--- config.mk ---
export PLATFORM = sky130hd
export DESIGN_NAME = mcs4_timing_gen
export DESIGN_NICKNAME = d
export VERILOG_FILES = /design/src/rtl/mcs4_pkg.sv /design/src/rtl/mcs4_phase_edge.sv /design/src/rtl/mcs4_timing_gen.sv
export SDC_FILE = /design/constraint.sdc
export NUM_CORES = 1
export LEC_CHECK = 0
export BUFFER_PORTS_ARGS = -buffer_cell sky130_fd_sc_hd__buf_2
export CAP_MARGIN = 40
export CORE_AREA = 2 2 39 41
export DETAILED_ROUTE_END_ITERATION = 6
export DIE_AREA = 0 0 41 43
export HOLD_SLACK_MARGIN = 0.06
export PLACE_DENSITY = 0.55
export RECOVER_POWER = 100
export SYNTH_ARGS = -nofsm -noshare
export SYNTH_HDL_FRONTEND = slang
export SYNTH_SLANG_ARGS = --single-unit
--- constraint.sdc ---
create_clock -name clk_i -period 2.3 [get_ports clk_i]
set_clock_uncertainty 0.2 [all_clocks]
set_input_delay 0.46 -clock clk_i [delete_from_list [all_inputs] [get_ports clk_i]]
set_output_delay 0.46 -clock clk_i [all_outputs]
set_load 0.005 [all_outputs]
--- src/rtl/mcs4_pkg.sv ---
// mcs4_pkg: shared definitions for the MCS-4 instruction-cycle timing
// generator. It holds the subcycle codes (A1..X3), the subcycle width and
// the number of subcycles per instruction cycle.
// The optional phase checker is selected with the macro MCS4_TIMING_CHECK_EN.
package mcs4_pkg;

  localparam int SC_W                 = 3;
  localparam int SUBCYCLES_PER_ICYCLE = 8;

  typedef enum logic [SC_W-1:0] {
    SC_A1 = 3'd0,
    SC_A2 = 3'd1,
    SC_A3 = 3'd2,
    SC_M1 = 3'd3,
    SC_M2 = 3'd4,
    SC_X1 = 3'd5,
    SC_X2 = 3'd6,
    SC_X3 = 3'd7
  } subcycle_e;

  // Successor subcycle. The 3-bit add wraps X3 back to A1.
  function automatic subcycle_e sc_next(input subcycle_e sc);
    return subcycle_e'(sc + 3'd1);
  endfunction

endpackage

--- src/rtl/mcs4_phase_edge.sv ---
// mcs4_phase_edge: one flop of edge history on the two-phase clock.
// Optional checker macro: MCS4_TIMING_CHECK_EN.
//   clk_i, rst_i   : design clock and synchronous active-high reset
//   phi1_i, phi2_i : active-low clock phases
//   adv_o          : end of a PHI2 pulse; this is the subcycle boundary
//   overlap_err_o  : (checker only) both phases low in the same sample
//   miss_p2_err_o  : (checker only) second PHI1 fall with no adv in between
module mcs4_phase_edge (
  input  logic clk_i,
  input  logic rst_i,
  input  logic phi1_i,
  input  logic phi2_i,
`ifdef MCS4_TIMING_CHECK_EN
  output logic overlap_err_o,
  output logic miss_p2_err_o,
`endif
  output logic adv_o
);

  logic p1_q, p1_d;
  logic p2_q, p2_d;
  logic p1_fall;

  always_comb begin
    p1_d    = phi1_i;
    p2_d    = phi2_i;
    adv_o   = phi2_i & ~p2_q;
    p1_fall = ~phi1_i & p1_q;
  end

`ifdef MCS4_TIMING_CHECK_EN
  // A PHI1 fall has been seen since the last adv.
  logic pend_q, pend_d;

  always_comb begin
    pend_d        = pend_q;
    if (adv_o)        pend_d = 1'b0;
    else if (p1_fall) pend_d = 1'b1;
    overlap_err_o = ~phi1_i & ~phi2_i;
    miss_p2_err_o = p1_fall & pend_q & ~adv_o;
  end

  always_ff @(posedge clk_i) begin
    if (rst_i) pend_q <= 1'b0;
    else       pend_q <= pend_d;
  end
`else
  logic unused_p1_fall;
  assign unused_p1_fall = p1_fall;
`endif

  // Idle level of both phases is high, so history resets to 1.
  always_ff @(posedge clk_i) begin
    if (rst_i) begin
      p1_q <= 1'b1;
      p2_q <= 1'b1;
    end else begin
      p1_q <= p1_d;
      p2_q <= p2_d;
    end
  end

endmodule

--- src/rtl/mcs4_timing_gen.sv ---
// mcs4_timing_gen: sequences the eight subcycles of a 4004 instruction
// cycle from the two-phase clock. MASTER=1 generates SYNC; MASTER=0 locks
// to an external SYNC. Optional phase checker macro: MCS4_TIMING_CHECK_EN.
//   clk_i, rst_i    : design clock, synchronous active-high reset
//   PHI1_i, PHI2_i  : active-low phases
//   SYNC_i          : external SYNC, active-low (slave only)
//   SYNC_o          : low for the whole of X3
//   subcycle_o      : current subcycle code
//   sc_strobe_o     : one-clk pulse on every subcycle boundary
//   icycle_start_o  : one-clk pulse when entering A1
//   locked_o        : slave locked to SYNC_i (always 1 as master)
//   err_o           : sticky timing error (checker build only)
//
// code | subcycle
//   0  | A1  address low nibble
//   1  | A2  address mid nibble
//   2  | A3  address high nibble
//   3  | M1  opcode high nibble
//   4  | M2  opcode low nibble
//   5  | X1  execute 1
//   6  | X2  execute 2
//   7  | X3  execute 3, SYNC low; reset and unlocked-slave state
module mcs4_timing_gen
  import mcs4_pkg::*;
#(
  parameter bit MASTER = 1'b1
) (
  input  logic            clk_i,
  input  logic            rst_i,
  input  logic            PHI1_i,
  input  logic            PHI2_i,
  input  logic            SYNC_i,
  output logic            SYNC_o,
  output logic [SC_W-1:0] subcycle_o,
  output logic            sc_strobe_o,
  output logic            icycle_start_o,
  output logic            locked_o,
  output logic            err_o
);

  logic      adv;
  subcycle_e subcycle_q, subcycle_d;
  logic      sync_q, sync_d;
  logic      sc_strobe_q, sc_strobe_d;
  logic      icycle_start_q, icycle_start_d;
  logic      locked_q, locked_d;
  logic      err_q, err_d;
  logic      misalign;

`ifdef MCS4_TIMING_CHECK_EN
  logic overlap_err, miss_p2_err;
`endif

  mcs4_phase_edge u_phase_edge (
    .clk_i         (clk_i),
    .rst_i         (rst_i),
    .phi1_i        (PHI1_i),
    .phi2_i        (PHI2_i),
`ifdef MCS4_TIMING_CHECK_EN
    .overlap_err_o (overlap_err),
    .miss_p2_err_o (miss_p2_err),
`endif
    .adv_o         (adv)
  );

  always_comb begin
    subcycle_d = subcycle_q;
    locked_d   = locked_q;
    misalign   = 1'b0;
    if (adv) begin
      if (MASTER) begin
        subcycle_d = sc_next(subcycle_q);
      end else if (!SYNC_i) begin
        // SYNC marks the X3->A1 boundary; any other position is a slip.
        subcycle_d = SC_A1;
        locked_d   = 1'b1;
        misalign   = locked_q && (subcycle_q != SC_X3);
      end else if (locked_q) begin
        subcycle_d = sc_next(subcycle_q);
      end else begin
        subcycle_d = SC_X3;
      end
    end
    sc_strobe_d    = adv;
    icycle_start_d = adv && (subcycle_d == SC_A1);
    sync_d         = (subcycle_d != SC_X3);
  end

`ifdef MCS4_TIMING_CHECK_EN
  always_comb err_d = err_q | overlap_err | miss_p2_err | misalign;
`else
  logic unused_misalign;
  assign unused_misalign = misalign;
  always_comb err_d = 1'b0;
`endif

  always_ff @(posedge clk_i) begin
    if (rst_i) begin
      subcycle_q     <= SC_X3;
      sync_q         <= 1'b0;
      sc_strobe_q    <= 1'b0;
      icycle_start_q <= 1'b0;
      locked_q       <= MASTER;
      err_q          <= 1'b0;
    end else begin
      subcycle_q     <= subcycle_d;
      sync_q         <= sync_d;
      sc_strobe_q    <= sc_strobe_d;
      icycle_start_q <= icycle_start_d;
      locked_q       <= locked_d;
      err_q          <= err_d;
    end
  end

  assign subcycle_o     = subcycle_q;
  assign SYNC_o         = sync_q;
  assign sc_strobe_o    = sc_strobe_q;
  assign icycle_start_o = icycle_start_q;
  assign locked_o       = locked_q;
  assign err_o          = err_q;

endmodule
# Word-level counts from Yosys, hierarchy flattened
# Cells that the tools add are included.
op_classes:
  addsub: 1
  n_eq_ne: 1
  n_mux: 1
  bitwise_logic: 2
  n_reduce_logical: 2
op_table:
  columns: ["cell", "n"]
  rows:
  - ["adder 3 x 1 -> 3 bit, second input constant", 1]
  - ["zero test 3 bit", 1]
  - ["two-way mux 3 bit", 1]
  - ["!= test 3 bit, second input constant", 1]
  - ["bitwise AND 1 bit", 1]
  - ["logical AND 1 bit", 1]
  - ["NOT 1 bit", 1]
word_totals:
  reg_bits: 7
  out_inout_bits: 8

# Logic depth before layout (Yosys ltp)
logic_depth:
  ltp_word: 5
  mapped_depth: 4

# Modules after synthesis
# A second synthesis with hierarchy kept.
hier_totals:
  cells_unflattened: 25
  area_unflattened_um2: 279.0
modules_own_cells:
  columns: ["mod", "n_inst", "cells_per_inst", "area_per_inst_um2"]
  rows:
  - ["mcs4_timing_gen", 1, 22, 246.5]
  - ["mcs4_phase_edge", 1, 3, 32.5]

# Least setup slack after synthesis
# No wires, ideal clock.
synth_timing:
  path_kind: "register -> register"
  from: "register subcycle_q[0], in the netlist subcycle_o[0]"
  to: "register sync_q, in the netlist SYNC_o"
  setup_time_ns: 0.121
  arrival_time_ns: 0.970
  t_required_ns: 1.979
  setup_slack_ns: 1.009
  stages_incl_launch_ff: 5
  period_less_slack_ns: 1.291
  cell_sequence: "dfxtp_1 > ha_1 > nand3b_1 > mux2i_2 > o21ai_2"
synth_between:
  elab_chain_len: 3
synth_rtl:
  columns: ["element", "line_no", "source"]
  rows:
  - ["start, declared", "mcs4_timing_gen.sv:42", "subcycle_e subcycle_q, subcycle_d;"]
  - ["start signal, assigned", "mcs4_timing_gen.sv:106", "subcycle_q <= subcycle_d;"]
  - ["adder 3 x 1 -> 3 bit", null, null]
  - ["two-way mux 3 bit (*)", "mcs4_timing_gen.sv:70", "if (adv) begin"]
  - ["!= test 3 bit (*)", "mcs4_timing_gen.sv:86", "sync_d = (subcycle_d != SC_X3);"]
  - ["end signal, assigned", "mcs4_timing_gen.sv:107", "sync_q <= sync_d;"]
  - ["end, declared", "mcs4_timing_gen.sv:43", "logic sync_q, sync_d;"]
# Mark *: on every way between the ends. The rest lies on a longest branch, timed or not.
# A chain may end at the register's enable or synchronous reset.

# Worst setup path in the final report
layout_timing:
  from: "register subcycle_q[0], in the netlist subcycle_o[0]"
  to: "output port subcycle_o[0]"
layout_rtl:
  columns: ["element", "line_no", "source"]
  rows:
  - ["end, declared", "mcs4_timing_gen.sv:34", "output logic [SC_W-1:0] subcycle_o,"]
# No word-level cell between the ends.

==> summary.md <==
CTS
- built — clock tree from TritonCTS
- 0.05 ns — clk slew on worst S/H paths
- 3 — TritonCTS Buffers
- sky130_fd_sc_hd__clkbuf_4 — Clock Root Buffer
- 2 — Max clock buf depth
- 0 — number of buffers added for setup after CTS
- 0.25 ns — clock insertion delay at the later pin of the skew report
- 1 — maximum level of the CTS H-tree
- 0 — number of cells upsized or downsized after cts
- 7 — number of clock sinks
- 0 — hold buffer count at cts

Layout
- 0 — number of antenna repair diodes
- 360 sq um — final design instance area without fill
- sky130_fd_sc_hd__dfxtp_1, sky130_fd_sc_hd__clkbuf_1, sky130_fd_sc_hd__nand3b_1, sky130_fd_sc_hd__clkbuf_4, sky130_fd_sc_hd__buf_2 — most frequent cells in the layout
- 19.5% — Area growth, synth to finish
- sky130_fd_sc_hd__dfxtp_1 — most common library cell in the layout ignoring fill and taps
- 159 — fillcell total
- 55 — final cell count without fillers
- 0.231 — layout cell share with drive strength beyond 1
- 46 — Layout Nets

Global route
- 0 — antenna violations before repair
- 0 — residual overflow from global routing
- 0.0743 — Overall Global Routing Usage
- 793 microns — wire length of the first global-routing pass
- 8 — pin count of the biggest net entering global routing
- 210 — number of global-route vias before repair

Routing
- 2 — drt first-iter violations
- 2 — TritonRoute pass-1 iters
- 496 microns — total detailed-routing wirelength
- 9.02 microns — average routed wire per standard cell
- 219 — Via Count
- 3.98 — post-detailed-route via-to-cell ratio
- 0 — detailed-route DRC error count
- 0 — Routed Antenna Nets

Synthesis
- 10.4 sq um — Mapped Avg Cell Area
- 0.465 — sequential share of the synthesized area
- 18 — unique cell type count in the Yosys netlist
- 7 — Synth Register Bits
- 0 — Synth warnings
- 0.465 — share of Yosys cell area claimed by the top area cell type
- 29 — cell count after synthesis
- 302 sq um — Synth Cell Area
- 35 — Synth Net Count
- sky130_fd_sc_hd__dfxtp_1, sky130_fd_sc_hd__nand3b_1, sky130_fd_sc_hd__buf_4 — top cells by area, synth
- sky130_fd_sc_hd__dfxtp_1 — Yosys top cell by area

Critical path
- output pin — endpoint class of the critical path
- 1.64 ns — Req. time, crit path
- 0.42 ns — largest stage delay on the critical path
- 0.82 ns — endpoint arrival time on the critical path
- 6 — highest fanout seen on the critical path
- flop — critical path launch point type
- flip-flops — cell family with most CP delay
- sky130_fd_sc_hd__dfxtp_1 — standard cell with the maximum stage delay on the critical path
- buf_2 — ordered cell list for the critical path
- reg2out — Worst Path Class, Setup
- 1 — count of buffering cells on the critical path with inverters included

STA
- 0.643 — final period utilization
- 0 — hold violation total from the final report
- 1.48 ns — crit path time final
- 0.244 ns — post-route worst hold slack
- no — RSZ-0062 raised after global routing
- 0 — # setup viols final
- 676 MHz — Highest Clock Rate
- 0 — total count of max-transition violations in the final report
- 0 ns — setup TNS after final layout

Run status
- complete, no violations — outcome

Die
- 41 microns — x dimension of the die
- 43 microns — die height
- 0.00138 sq mm — placeable core region
- 0.00176 sq mm — area of the die
- 13 — boundary pin count
- 14 — Cell Rows
- 0.218 — Starting Density

Place
- 51 — number of placed instances, taps included
- 347 sq um — cell area after placement
- 8 — number of buffers added on ports
- 339 microns — dpl hpwl
- 0.618 — final weighted congestion in routability-driven placement

Power
- 764 mW/mm^2 — Pwr per Cell Area
- 0.148 nW — Lkg Pwr
- 0.275 mW — overall power after layout
- 142 uV — maximum resistive drop on vdd

Flow run
- 0 — number of maximum-capacitance constraint violations

Worst hold path
- in2reg — worst min path class

[cells by family after synthesis]
group | count (synthesis) | synth area share
adders and majority gates | 1 | 0.0415
muxes | 1 | 0.0456
and+or+nand+nor | 12 | 0.257
other | 2 | 0.0249
AOI/OAI and AO/OA | 2 | 0.0581
xor gates and xnor gates | 2 | 0.0581
buffers and inverters | 2 | 0.0498
DFF | 7 | 0.465
[final cells by class]
cell class	instances	area, sq um	area share
Clock buffer	4	26.3	0.0729
Sequential cell	7	140	0.389
Tap cell	16	20.0	0.0556
Timing Repair Buffer	8	33.8	0.0937
Multi-Input combinational cell	20	140	0.389
[synthesized netlist by cell type]
library cell / n
sky130_fd_sc_hd__dfxtp_1: 7
sky130_fd_sc_hd__nand3b_1: 3
sky130_fd_sc_hd__buf_4: 2
sky130_fd_sc_hd__conb_1: 2
sky130_fd_sc_hd__nor2_1: 2
sky130_fd_sc_hd__a31o_1: 1
sky130_fd_sc_hd__and4b_1: 1
sky130_fd_sc_hd__ha_1: 1
sky130_fd_sc_hd__mux2i_2: 1
sky130_fd_sc_hd__nand2_1: 1
sky130_fd_sc_hd__nand2b_1: 1
sky130_fd_sc_hd__nand2b_2: 1
sky130_fd_sc_hd__nor2_2: 1
sky130_fd_sc_hd__nor2b_1: 1
sky130_fd_sc_hd__o21ai_2: 1
sky130_fd_sc_hd__or2_2: 1
sky130_fd_sc_hd__xnor2_1: 1
sky130_fd_sc_hd__xor2_1: 1
[routing by layer]
metal / GRT usage / up-vias / share of wire
met2: 0.0938 / 10 / 0.45
met1: 0.0740 / 93 / 0.38
met3: 0.0157 / 4 / 0.099
met5: 0 / - / 0
met4: 0.120 / 0 / 0.071
li1: - / 112 / -
[report_power, final]
| part | internal, mW | total (mW) | switching, mW | leakage [nW] |
|---|---|---|---|---|
| registers | 0.129 | 0.134 | 0.00489 | 0.0576 |
| clock network | 0.0663 | 0.113 | 0.0469 | 0.0150 |
| logic | 0.0149 | 0.0287 | 0.0137 | 0.0759 |
| total | 0.210 | 0.275 | 0.0655 | 0.148 |
[registers in the layout, summed over array words and instances (netlist names)]
name,flops
u_phase_edge.p2_q,1
icycle_start_o,1
sc_strobe_o,1
subcycle_o,3
SYNC_o,1
[worst paths after layout]
check	from	to	slack [ns]	depth (start not counted)
min reg2reg	subcycle_o[1]$_SDFF_PP1_	subcycle_o[1]$_SDFF_PP1_	0.31	2
max	subcycle_o[0]$_SDFF_PP1_	subcycle_o[0]	0.82	1
max reg2reg	subcycle_o[0]$_SDFF_PP1_	SYNC_o$_SDFF_PP0_	0.94	4
min	PHI2_i	u_phase_edge.p2_q$_SDFF_PP1_	0.24	2
[metrics by stage]
step	setup slack, ns	utilization
after floorplan	1.01	-
after global placement	0.961	0.250
after detailed placement	0.957	0.250
after CTS	0.808	0.269
after global routing	0.754	0.260
final	0.821	0.260
Power figures use the tool's default switching activity.
